**src/rtl/instr_encoder.sv**
```systemverilog
// Frost32 instruction encoder: packs and range-checks field-level requests into 32-bit words.
// Optional FROST32_ENC_WIDE_IMM_EN adds the two-word cpyhi/orri constant-load expansion.
module instr_encoder (
  input  logic        clk,
  input  logic        rst_n,
  input  logic        in_valid,
  output logic        in_ready,
  input  logic [3:0]  in_group,
  input  logic [3:0]  in_opcode,
  input  logic [3:0]  in_ra,
  input  logic [3:0]  in_rb,
  input  logic [3:0]  in_rc,
  input  logic [31:0] in_imm,
  input  logic        in_wide,
  output logic        out_valid,
  input  logic        out_ready,
  output logic [31:0] out_word,
  output logic        err_pulse,
  output logic [15:0] word_cnt
);

`ifdef FROST32_ENC_WIDE_IMM_EN
  typedef enum logic [0:0] {S_RUN, S_WIDE_LO} state_t;
`else
  typedef enum logic [0:0] {S_RUN} state_t;
`endif

  state_t      r_state;
  logic        r_out_valid;
  logic [31:0] r_out_word;
  logic        r_err_pulse;
  logic [15:0] r_word_cnt;

  logic        w_accept;
  logic        w_handoff;
  logic        w_fits16;
  logic        w_fits12;
  logic        w_hi_zero;
  logic        w_signed_op;
  logic        w_legal;
  logic [31:0] w_enc;

  assign w_handoff = r_out_valid && out_ready;
  assign in_ready  = (r_state == S_RUN) && (!r_out_valid || out_ready);
  assign w_accept  = in_valid && in_ready;

  assign out_valid = r_out_valid;
  assign out_word  = r_out_word;
  assign err_pulse = r_err_pulse;
  assign word_cnt  = r_word_cnt;

  assign w_fits16    = (in_imm[31:15] == {17{in_imm[15]}});
  assign w_fits12    = (in_imm[31:11] == {21{in_imm[11]}});
  assign w_hi_zero   = (in_imm[31:16] == 16'h0000);
  assign w_signed_op = (in_opcode == 4'd3) || (in_opcode == 4'd5) || (in_opcode == 4'd14);

  always_comb begin
    w_legal = 1'b0;
    w_enc   = 32'h0000_0000;
    case (in_group)
      4'd0, 4'd3, 4'd4: begin
        w_enc   = {in_group, in_ra, in_rb, in_rc, 12'h000, in_opcode};
        w_legal = (in_group == 4'd0) ? (in_opcode < 4'd14) : (in_opcode < 4'd10);
      end
      4'd1: begin
        w_enc   = {in_group, in_ra, in_rb, in_opcode, in_imm[15:0]};
        w_legal = w_signed_op ? w_fits16 : w_hi_zero;
      end
      4'd2: begin
        w_enc   = {in_group, in_ra, in_rb, in_opcode, in_imm[15:0]};
        w_legal = (in_opcode < 4'd10) && w_fits16;
      end
      4'd5: begin
        // Upper half of group 5 carries an imm12 in place of rc; lower half carries rc only.
        if (in_opcode[3]) begin
          w_enc   = {in_group, in_ra, in_rb, 4'h0, in_imm[11:0], in_opcode};
          w_legal = w_fits12;
        end else begin
          w_enc   = {in_group, in_ra, in_rb, in_rc, 12'h000, in_opcode};
          w_legal = 1'b1;
        end
      end
      default: begin
        w_enc   = 32'h0000_0000;
        w_legal = 1'b0;
      end
    endcase
  end

`ifdef FROST32_ENC_WIDE_IMM_EN
  logic [31:0] r_lo_word;

  always_ff @(posedge clk or negedge rst_n) begin
    if (!rst_n) begin
      r_state     <= S_RUN;
      r_out_valid <= 1'b0;
      r_out_word  <= 32'h0000_0000;
      r_err_pulse <= 1'b0;
      r_word_cnt  <= 16'h0000;
      r_lo_word   <= 32'h0000_0000;
    end else begin
      r_err_pulse <= 1'b0;
      if (w_handoff) r_word_cnt <= r_word_cnt + 16'd1;
      case (r_state)
        S_RUN: begin
          if (w_accept) begin
            if (in_wide) begin
              r_out_word  <= {4'd1, in_ra, 4'd0, 4'd15, in_imm[31:16]};
              r_out_valid <= 1'b1;
              r_lo_word   <= {4'd1, in_ra, in_ra, 4'd8, in_imm[15:0]};
              r_state     <= S_WIDE_LO;
            end else if (w_legal) begin
              r_out_word  <= w_enc;
              r_out_valid <= 1'b1;
            end else begin
              r_out_valid <= 1'b0;
              r_err_pulse <= 1'b1;
            end
          end else if (w_handoff) begin
            r_out_valid <= 1'b0;
          end
        end
        S_WIDE_LO: begin
          if (w_handoff) begin
            r_out_word  <= r_lo_word;
            r_out_valid <= 1'b1;
            r_state     <= S_RUN;
          end
        end
        default: r_state <= S_RUN;
      endcase
    end
  end
`else
  logic w_unused_wide;
  assign w_unused_wide = in_wide;

  always_ff @(posedge clk or negedge rst_n) begin
    if (!rst_n) begin
      r_state     <= S_RUN;
      r_out_valid <= 1'b0;
      r_out_word  <= 32'h0000_0000;
      r_err_pulse <= 1'b0;
      r_word_cnt  <= 16'h0000;
    end else begin
      r_state     <= S_RUN;
      r_err_pulse <= 1'b0;
      if (w_handoff) r_word_cnt <= r_word_cnt + 16'd1;
      if (w_accept) begin
        if (w_legal) begin
          r_out_word  <= w_enc;
          r_out_valid <= 1'b1;
        end else begin
          r_out_valid <= 1'b0;
          r_err_pulse <= 1'b1;
        end
      end else if (w_handoff) begin
        r_out_valid <= 1'b0;
      end
    end
  end
`endif

endmodule

```
**config.mk**
```make
export PLATFORM = sky130hd
export DESIGN_NAME = instr_encoder
export DESIGN_NICKNAME = d
export VERILOG_FILES = /design/src/rtl/instr_encoder.sv
export SDC_FILE = /design/constraint.sdc
export NUM_CORES = 1
export LEC_CHECK = 0
export CAP_MARGIN = 20
export CORE_UTILIZATION = 45
export CTS_BUF_LIST = sky130_fd_sc_hd__clkbuf_4
export DETAILED_ROUTE_END_ITERATION = 8
export PLACE_DENSITY = 0.83
export REMOVE_ABC_BUFFERS = 1
export SLEW_MARGIN = 10
export SYNTH_ARGS = -nofsm -noshare
export SYNTH_HDL_FRONTEND = slang
export SYNTH_SLANG_ARGS = --single-unit
```
**constraint.sdc**
```tcl
create_clock -name clk -period 2.7 [get_ports clk]
set_input_delay 0.54 -clock clk [delete_from_list [all_inputs] [get_ports clk]]
set_output_delay 0.54 -clock clk [all_outputs]
set_load 0.02 [all_outputs]
```
==> results.py, run 1 <==
metrics = {
    "pwr": {
        "power.total_uw": 2530,
        "peakVddDrop_v": 0.000431,
        "power_leakage_uw": 0.00170,
        "p_per_area_nw_per_um2": 622,
    },
    "sta": {
        "timing.hold.ws_ns": 0.481,
        "fin_ws_ns": 0.101,
        "fin_crit_sh": 0.963,
        "setup_viol": 0,
        "hold_viol_final": 0,
        "clock.fmax_ghz": 0.385,
        "drv_slew": 0,
        "finalCriticalPeriod_ns": 2.60,
        "relSlewSlack": 0.620,
        "rsz0062_at_grt": "no",
        "fin_skew_ns": 0.00995,
        "worstMarginPinSlew_ns": 0.570,
    },
    "clock_network": {
        "cts_inserted_buffers": 5,
        "cts_hold_buf": 1,
        "cts.clk_slew.worst_paths_ns": 0.15,
        "clkLatencyLatePin_ns": 0.36,
        "cts_tree": "built",
        "h-tree-depth": 2,
        "clkSinkCount": 50,
        "root_buffer": "clkbuf_4",
        "cts-resized-gates": 0,
        "cts_setup_buffers": 0,
        "cts_buffer_depth": 2,
    },
    "synth": {
        "post-synth-top-count-cell": "dfrtp_1",
        "yosysSeqAreaShare": 0.466,
        "async_reset_ff_frac": 1.00,
        "syn-instance-count": 225,
        "synth_edf_count": 0,
        "synth_area_per_cell_um2": 11.9,
        "netlist.top_cell.by_area": "dfrtp_1",
        "synth_top_area_share": 0.466,
        "synthTopCellsByCount": "dfrtp_1 (50), a221oi_1 (16), a2bb2oi_2 (16)",
        "synth_ff_type": "dfrtp_1",
        "ys_warn_count": 0,
        "ys_ff_latch": 50,
        "synth.top_cells.by_area": "dfrtp_1 (47%), a2bb2oi_2 (8.9%), mux2_4 (7.3%)",
        "synth.distinct_cells": 44,
        "netlist_area_um2": 2690,
    },
    "global_route": {
        "gr-max-usage-layer": "met2",
        "gr-usage-met3": 0.0460,
        "use_met1": 0.290,
        "grt_pass1_vias": 2389,
        "grt_max_degree": 26,
        "grt_pass1_wl_mm": 11.2,
        "track_usage": 0.228,
        "use_met2": 0.390,
        "antenna_found_initial": 0,
        "grt_remaining_overflow": 0,
    },
    "placement": {
        "place_ws_ns": -0.290,
        "dpl.cell_count": 417,
        "gp_congestion": 0.875,
        "numPortBuffers": 106,
        "dp_hpwl_mm": 5.38,
    },
    "route": {
        "wl_mm": 6.87,
        "ant_nets": 0,
        "viasPerCell": 5.61,
        "firstDrtPassIters": 4,
        "wl_per_cell_um": 16.1,
        "vias": 2389,
        "drtIter0Drc": 118,
        "drc": 0,
    },
    "job": {
        "max_cap_viol_count": 0,
    },
    "run_status": {
        "status": "finished clean",
    },
    "finish": {
        "antenna_cells": 0,
        "layout-drive-gt1-share": 0.218,
        "finalNonFillerCells": 426,
        "syn_to_final_growth_pct": 51.2,
        "final_net_count": 411,
    },
    "worst_setup_path": {
        "rr_startpoint": "out_valid$_DFFE_PN0P_",
        "required_ns": 2.95,
        "path_class": "in2reg",
        "crit_fanout": 16,
        "reg2reg_depth": 6,
        "regToRegSetupSlack_ns": 1.01,
        "arrival_ns": 2.85,
        "endpoint_kind": "flop",
        "start_kind": "input pin",
        "r2r-end": "word_cnt[15]$_DFFE_PN0P_",
    },
    "hold_path": {
        "hp-start": "word_cnt[15]$_DFFE_PN0P_",
        "holdPathStages": 1,
        "min_to": "word_cnt[15]$_DFFE_PN0P_",
        "hold_class": "reg2reg",
    },
    "floorplan": {
        "core_area_um2": 5640,
        "start_util": 0.476,
        "io_pins": 108,
        "rows": 27,
        "die_h_um": 79.3,
        "die_w_um": 79.3,
        "die-area_um2": 6290,
    },
}
==> stage by stage <==
stage / utilization / setup TNS, ns / area (um^2)
5_1_grt: 0.720 / 0 / 4060
3_5_place_dp: 0.704 / -6.50 / 3970
6_report: 0.720 / 0 / 4060
2_1_floorplan: - / -4.45 / 2600
4_1_cts: 0.720 / 0 / 4060
3_3_place_gp: 0.704 / -5.00 / 3970
==> power breakdown <==
part / leakage [uW] / switching [uW] / total, uW / internal (uW)
Combinational: 0.00103 / 444 / 1030 / 590
Clock: 0.0000419 / 238 / 444 / 206
Sequential: 0.000632 / 141 / 1050 / 910
Total: 0.00170 / 823 / 2530 / 1710
==> critical path, stage by stage <==
cell,delay (ns)
clkdlybuf4s50_1,0.42
or4b_4,0.55
a311o_1,0.35
a21oi_2,0.15
o22ai_2,0.11
a21oi_4,0.20
buf_12,0.19
mux2_1,0.33
==> state kept, by name, indices dropped and copies added, names as in the netlist <==
name	count
out_word	32
word_cnt	16
err_pulse	1
out_valid	1
==> cell usage in the layout (no fill, tap or decap), types with 2 or more instances in the layout <==
cell type,Yosys,layout
nand4_1,10,10
buf_4,0,25
nand3_1,8,8
dfrtp_1,50,50
mux2_4,13,13
nor2_1,13,13
buf_12,2,2
and3_1,3,3
mux2_2,3,3
nand2_2,2,2
clkbuf_4,0,6
a221oi_1,16,16
o21ai_0,8,8
and2_1,3,3
a2bb2oi_2,16,16
xor2_1,6,6
clkdlybuf4s50_1,0,105
nor2b_1,2,2
nand2_1,10,10
mux2_1,2,2
a22oi_1,4,4
inv_1,5,5
nor4_1,5,5
a21oi_1,3,3
and4_1,2,2
xnor2_1,10,10
==> logic make-up (layout without fill, tap and decap cells) <==
family | count (synthesis) | after routing | share of synthesized area
muxes | 18 | 18 | 0.0936
AOI/OAI and AO/OA | 56 | 56 | 0.207
xor gates and xnor gates | 16 | 16 | 0.0521
buffers and inverters | 18 | 147 | 0.0410
DFF | 50 | 50 | 0.466
and+or+nand+nor | 66 | 66 | 0.136
adders and majority gates | 1 | 1 | 0.00465
==> per-layer routing <==
layer,vias to the layer above,routed length (um)
met2,112,3430
met1,1152,2840
met5,-,0
met4,0,129
li1,1112,-
met3,13,465
==> worst max path at each step <==
stage / start / slack, ns / end
after floorplan: in_group[3] / -0.30 / out_word[0]$_DFFE_PN0P_
after CTS: in_group[3] / 0.11 / out_word[1]$_DFFE_PN0P_
after global placement: in_group[3] / -0.25 / out_word[1]$_DFFE_PN0P_
after global routing: in_group[3] / 0.06 / out_word[1]$_DFFE_PN0P_
final: in_group[3] / 0.10 / out_word[1]$_DFFE_PN0P_
after detailed placement: in_group[3] / -0.29 / out_word[1]$_DFFE_PN0P_
==> layout make-up <==
type,count,area (um^2)
Sequential cell,50,1250
Clock buffer,6,45.0
Inverter,5,18.8
Timing Repair Buffer,134,1290
Fill cell,421,1580
Multi-Input combinational cell,157,1330
Clock inverter,2,37.5
Tap cell,72,90.1
(Power assumes the default switching activity.)
==> run 2, diff against run 1 <==
--- a/config.mk
+++ b/config.mk
@@ -9,6 +9,7 @@
 export CORE_UTILIZATION = 45
 export CTS_BUF_LIST = sky130_fd_sc_hd__clkbuf_4
 export DETAILED_ROUTE_END_ITERATION = 8
+export HOLD_SLACK_MARGIN = 0.12
 export PLACE_DENSITY = 0.83
 export REMOVE_ABC_BUFFERS = 1
 export SLEW_MARGIN = 10
==> results of run 2 <==
Final layout, timing and power as in run 1 (identical DEF).
==> run 3, diff against run 2 <==
--- a/config.mk
+++ b/config.mk
@@ -5,7 +5,7 @@
 export SDC_FILE = /design/constraint.sdc
 export NUM_CORES = 1
 export LEC_CHECK = 0
-export CAP_MARGIN = 20
+export CAP_MARGIN = 10
 export CORE_UTILIZATION = 45
 export CTS_BUF_LIST = sky130_fd_sc_hd__clkbuf_4
 export DETAILED_ROUTE_END_ITERATION = 8
==> results of run 3 <==
Final layout, timing and power as in run 1 (identical DEF).
